## src/rtl/cmd_assembler.sv

```systemverilog
// cmd_assembler: pairs two received UART bytes into a 16-bit command {hi, lo}.
// Define CMD_ASM_TIMEOUT_EN to build the inter-byte timeout counter and tmo pulse.
module cmd_assembler #(
   parameter int unsigned TIMEOUT_CYCLES = 52080
) (
   input  logic        clk,
   input  logic        rst_n,
   input  logic        rx_rdy,
   input  logic [7:0]  rx_data,
   output logic        clr_rx_rdy,
   input  logic        clr_cmd_rdy,
   output logic [15:0] cmd,
   output logic        cmd_rdy,
   output logic        tmo
);

   typedef enum logic {StIdle, StWaitLo} state_e;

   state_e      state_q, state_d;
   logic [7:0]  hi_q, hi_d;
   logic [15:0] cmd_q, cmd_d;
   logic        cmd_rdy_q, cmd_rdy_d;
   logic        ack_pend_q, ack_pend_d;
   logic        byte_avail;
   logic        consume;

   if (TIMEOUT_CYCLES == 0 || TIMEOUT_CYCLES > 65536) begin : g_param_check
      $error("TIMEOUT_CYCLES must lie in 1..65536 for a 16-bit counter");
   end

`ifdef CMD_ASM_TIMEOUT_EN
   localparam logic [15:0] TmoLast = 16'(TIMEOUT_CYCLES - 1);

   logic [15:0] cnt_q, cnt_d;
   logic        tmo_q, tmo_d;
`endif

   // A byte stays pending until the receiver drops rx_rdy, so a slow clear
   // cannot make the same byte count twice.
   assign byte_avail = rx_rdy & ~ack_pend_q;

   always_comb begin
      state_d   = state_q;
      hi_d      = hi_q;
      cmd_d     = cmd_q;
      cmd_rdy_d = cmd_rdy_q;
      consume   = 1'b0;
`ifdef CMD_ASM_TIMEOUT_EN
      cnt_d     = 16'h0000;
      tmo_d     = 1'b0;
`endif
      if (clr_cmd_rdy) begin
         cmd_rdy_d = 1'b0;
      end
      case (state_q)
         StIdle: begin
            if (byte_avail) begin
               consume   = 1'b1;
               hi_d      = rx_data;
               cmd_rdy_d = 1'b0;
               state_d   = StWaitLo;
            end
         end
         StWaitLo: begin
            if (byte_avail) begin
               consume   = 1'b1;
               cmd_d     = {hi_q, rx_data};
               cmd_rdy_d = 1'b1;
               state_d   = StIdle;
            end
`ifdef CMD_ASM_TIMEOUT_EN
            else if (cnt_q == TmoLast) begin
               hi_d    = 8'h00;
               tmo_d   = 1'b1;
               state_d = StIdle;
            end else begin
               cnt_d = cnt_q + 16'd1;
            end
`endif
         end
         default: state_d = StIdle;
      endcase
      ack_pend_d = consume | (ack_pend_q & rx_rdy);
   end

   always_ff @(posedge clk or negedge rst_n) begin
      if (!rst_n) begin
         state_q    <= StIdle;
         hi_q       <= 8'h00;
         cmd_q      <= 16'h0000;
         cmd_rdy_q  <= 1'b0;
         ack_pend_q <= 1'b0;
      end else begin
         state_q    <= state_d;
         hi_q       <= hi_d;
         cmd_q      <= cmd_d;
         cmd_rdy_q  <= cmd_rdy_d;
         ack_pend_q <= ack_pend_d;
      end
   end

`ifdef CMD_ASM_TIMEOUT_EN
   always_ff @(posedge clk or negedge rst_n) begin
      if (!rst_n) begin
         cnt_q <= 16'h0000;
         tmo_q <= 1'b0;
      end else begin
         cnt_q <= cnt_d;
         tmo_q <= tmo_d;
      end
   end

   assign tmo = tmo_q;
`else
   assign tmo = 1'b0;
`endif

   assign clr_rx_rdy = consume & rst_n;
   assign cmd        = cmd_q;
   assign cmd_rdy    = cmd_rdy_q;

endmodule

```

## config.mk

```make
export PLATFORM = sky130hd
export DESIGN_NAME = cmd_assembler
export DESIGN_NICKNAME = d
export VERILOG_FILES = /design/src/rtl/cmd_assembler.sv
export SDC_FILE = /design/constraint.sdc
export NUM_CORES = 1
export LEC_CHECK = 0
export ABC_AREA = 1
export BUFFER_PORTS_ARGS = -buffer_cell sky130_fd_sc_hd__buf_2
export CAP_MARGIN = 20
export CORE_ASPECT_RATIO = 1.25
export CORE_MARGIN = 3
export CORE_UTILIZATION = 40
export DETAILED_ROUTE_END_ITERATION = 8
export GPL_TIMING_DRIVEN = 0
export PLACE_DENSITY = 0.77
export SYNTH_ARGS = -nofsm -noshare
export SYNTH_HDL_FRONTEND = slang
export SYNTH_SLANG_ARGS = --single-unit
```

## constraint.sdc

```tcl
create_clock -name clk -period 1.3 [get_ports clk]
set_clock_uncertainty 0.1 [all_clocks]
set_input_delay 0.13 -clock clk [delete_from_list [all_inputs] [get_ports clk]]
set_output_delay 0.13 -clock clk [all_outputs]
set_load 0.01 [all_outputs]
```

==> run_results.csv <==
group,metric,value,unit
grt,grt_max_degree,29,
clock_network,cts_tree,"built",
grt,grt_pass1_wl,4160,microns
worst_setup_path,startpoint_type,"register",
grt,grt.overflow.total,0,
run_status,violations,"negative hold slack",
floorplan,io-pin-count,31,
finish,area_delta_synth_final,32.28,%
clock_network,clock-root-buffer,"clkbuf_4",
finish,mostFrequentLayoutCells,"nand2_1, buf_2, dfrtp_1, nand4_1, inv_1",
clock_network,path_clk_slew,0.14,ns
worst_setup_path,reg2reg_from,"state_q",
sta,finalCritPeriodShare,0.9876,
worst_setup_path,r2r_cells,6,
route,ant_nets,0,
finish,num_antenna_cells,0,
placement,post-dp-hpwl,1658,microns
placement,dp.cells,183,
floorplan,die_w,53.83,microns
finish,final_cells,202,
sta,holdWs,-0.3073,ns
power_and_ir_drop,vdd_drop_max,0.0009944,V
sta,finalSetupViolations,0,
logic_synthesis,syn_inst,121,
logic_synthesis,yosys_warnings,0,
power_and_ir_drop,total_leakage_power,0.8305,nW
clock_network,clkSinkCount,27,
route,vias_per_cell,4.936,
floorplan,dieArea,3541,sq um
route,drc,0,
clock_network,clock_latency,0.32,ns
sta,tightest_slew,0.6181,ns
logic_synthesis,syn_area_per_cell,9.451,sq um
worst_setup_path,endpoint_kind,"output port",
sta,rsz0062_at_grt,"true",
worst_setup_path,rr_endpoint,"hi_q[0]",
sta,min_period,1.284,ns
logic_synthesis,yosys.area.top_type,"dfrtp_1",
floorplan,die_h,65.78,microns
grt,antenna_found_initial,0,
route,num_vias,997,
finish,layout-drive-gt1-share,0.3036,
worst_setup_path,r2r_slack,0.07,ns
route,routed_wl,2519,microns
clock_network,cts.hold.buffers_added,10,
finish,nets,182,
worst_hold_path,hold_path_class,"in2async",
placement,portBuffers,28,
logic_synthesis,ys_async_sr_fraction,1.000,
logic_synthesis,ys_ff_latch,27,
worst_setup_path,critPathKind,"reg2out",
worst_setup_path,cp_max_fo,3,
floorplan,rows,21,
route,wl_per_cell,12.47,microns
sta,setup_tns,0,ns
logic_synthesis,syn_nets,134,
logic_synthesis,synth_area_leaders,"dfrtp_1, nand2_1, nand4_1",
logic_synthesis,synth_top_area_frac,0.5908,
route,dr.pass1.iters,4,
logic_synthesis,synth_area,1144,sq um
logic_synthesis,synth_edf_count,0,
power_and_ir_drop,power.density,1918,nW/um^2
floorplan,start_util,0.4226,
floorplan,coreArea,2706,sq um
worst_setup_path,required,1.07,ns
placement,placed_cell_area,1345,sq um
placement,gp_congestion,0.7871,
worst_setup_path,arrival,1.05,ns
sta,fmax,778.9,MHz
flow_run,maxCapViolCount,0,
finish,design_area,1513,sq um
sta,drv_slew,0,
sta,finalHoldViolCount,28,
clock_network,cts_buffer_depth,2,
grt,grt_pass1_vias,923,
logic_synthesis,seq_area_frac_synth,0.5908,
run_status,status,"finished, violations left",
clock_network,cts_made_buffers,3,
logic_synthesis,synth_cell_types,16,
grt,grt.total_usage,0.1597,
route,drt_iter0_drc,58,
sta,relSlewSlack,0.5880,
finish,final_common_cell,"nand2_1",
logic_synthesis,ys.flop_type,"dfrtp_1",
clock_network,htree_levels,1,
## timing repair
action | 4_1_cts | 5_1_grt
buffers inserted | 4 | 2
resized for setup | 1 | 1
endpoints found under the hold margin | 51 | 27
setup endpoints to repair | 9 | 5
pin swaps | 0 | 1
## through the flow
stage               power [mW]  worst slack [ns]  hold WS (ns)    util
global placement         2.409          -0.07674       0.05547  0.4970
CTS                      2.890        -0.0004029       -0.2946  0.5534
detailed placement       2.463           -0.1179       0.06455  0.4970
floorplan                2.044           0.02093       -0.2656       -
finish                   2.902           0.01617       -0.3073  0.5589
global route             3.135          -0.06234       -0.2749  0.5589
## flip-flops by register name, indices dropped and copies added (netlist names)
register    cells
cmd_rdy         1
hi_q            8
state_q         1
cmd            16
ack_pend_q      1
## routing by layer
metal,GRT usage,vias up,part of all wire
met5,0,-,0
met4,0.07987,0,0.029
met3,0.01806,11,0.036
met2,0.2606,29,0.52
met1,0.2035,472,0.41
li1,-,485,-
## area by class of cell
| type | count | area, sq um |
|---|---|---|
| flip-flops and latches | 27 | 675.6 |
| plain buffers | 8 | 68.82 |
| well taps | 34 | 42.54 |
| fillers | 220 | 1194 |
| multi-input cells | 71 | 360.3 |
| repair buffers | 44 | 285.3 |
| inverters | 14 | 52.55 |
| clock inverters | 1 | 5.005 |
| clock buffers | 3 | 22.52 |
## how the worst max path moves through the flow
stage / from / to
finish: ack_pend_q / clr_rx_rdy
global route: ack_pend_q / clr_rx_rdy
CTS: ack_pend_q / clr_rx_rdy
detailed placement: state_q / hi_q[0]
global placement: state_q / hi_q[4]
floorplan: state_q / hi_q[5]
## power by group
part           internal, mW  switching (mW)  total [mW]
registers              1.21           0.198        1.41
logic                 0.506           0.625        1.13
clock network         0.115           0.249       0.365
## synthesized netlist by cell type (2+ instances only)
cell,count
dfrtp_1,27
nand4_1,16
o21ai_0,8
buf_4,3
buf_6,3
inv_1,13
nand2_1,40
nand2_2,2
buf_2,2
## critical path, cell delays in order (launching register included)
cell     delay, ns
dfrtp_1       0.40
inv_2         0.06
nand2_2       0.06
nor2_1        0.08
buf_2         0.13
## kinds of logic (layout without fill, tap and decap cells)
family	count (synthesis)	after routing	share of synthesized area
flops	27	27	0.5908
other cells	1	1	0.003279
buf+inv	23	70	0.1072
fa+ha+maj	1	1	0.01094
simple gates	61	61	0.2527
compound gates	8	8	0.03501
Note: power is estimated with default switching activity, not from simulation.
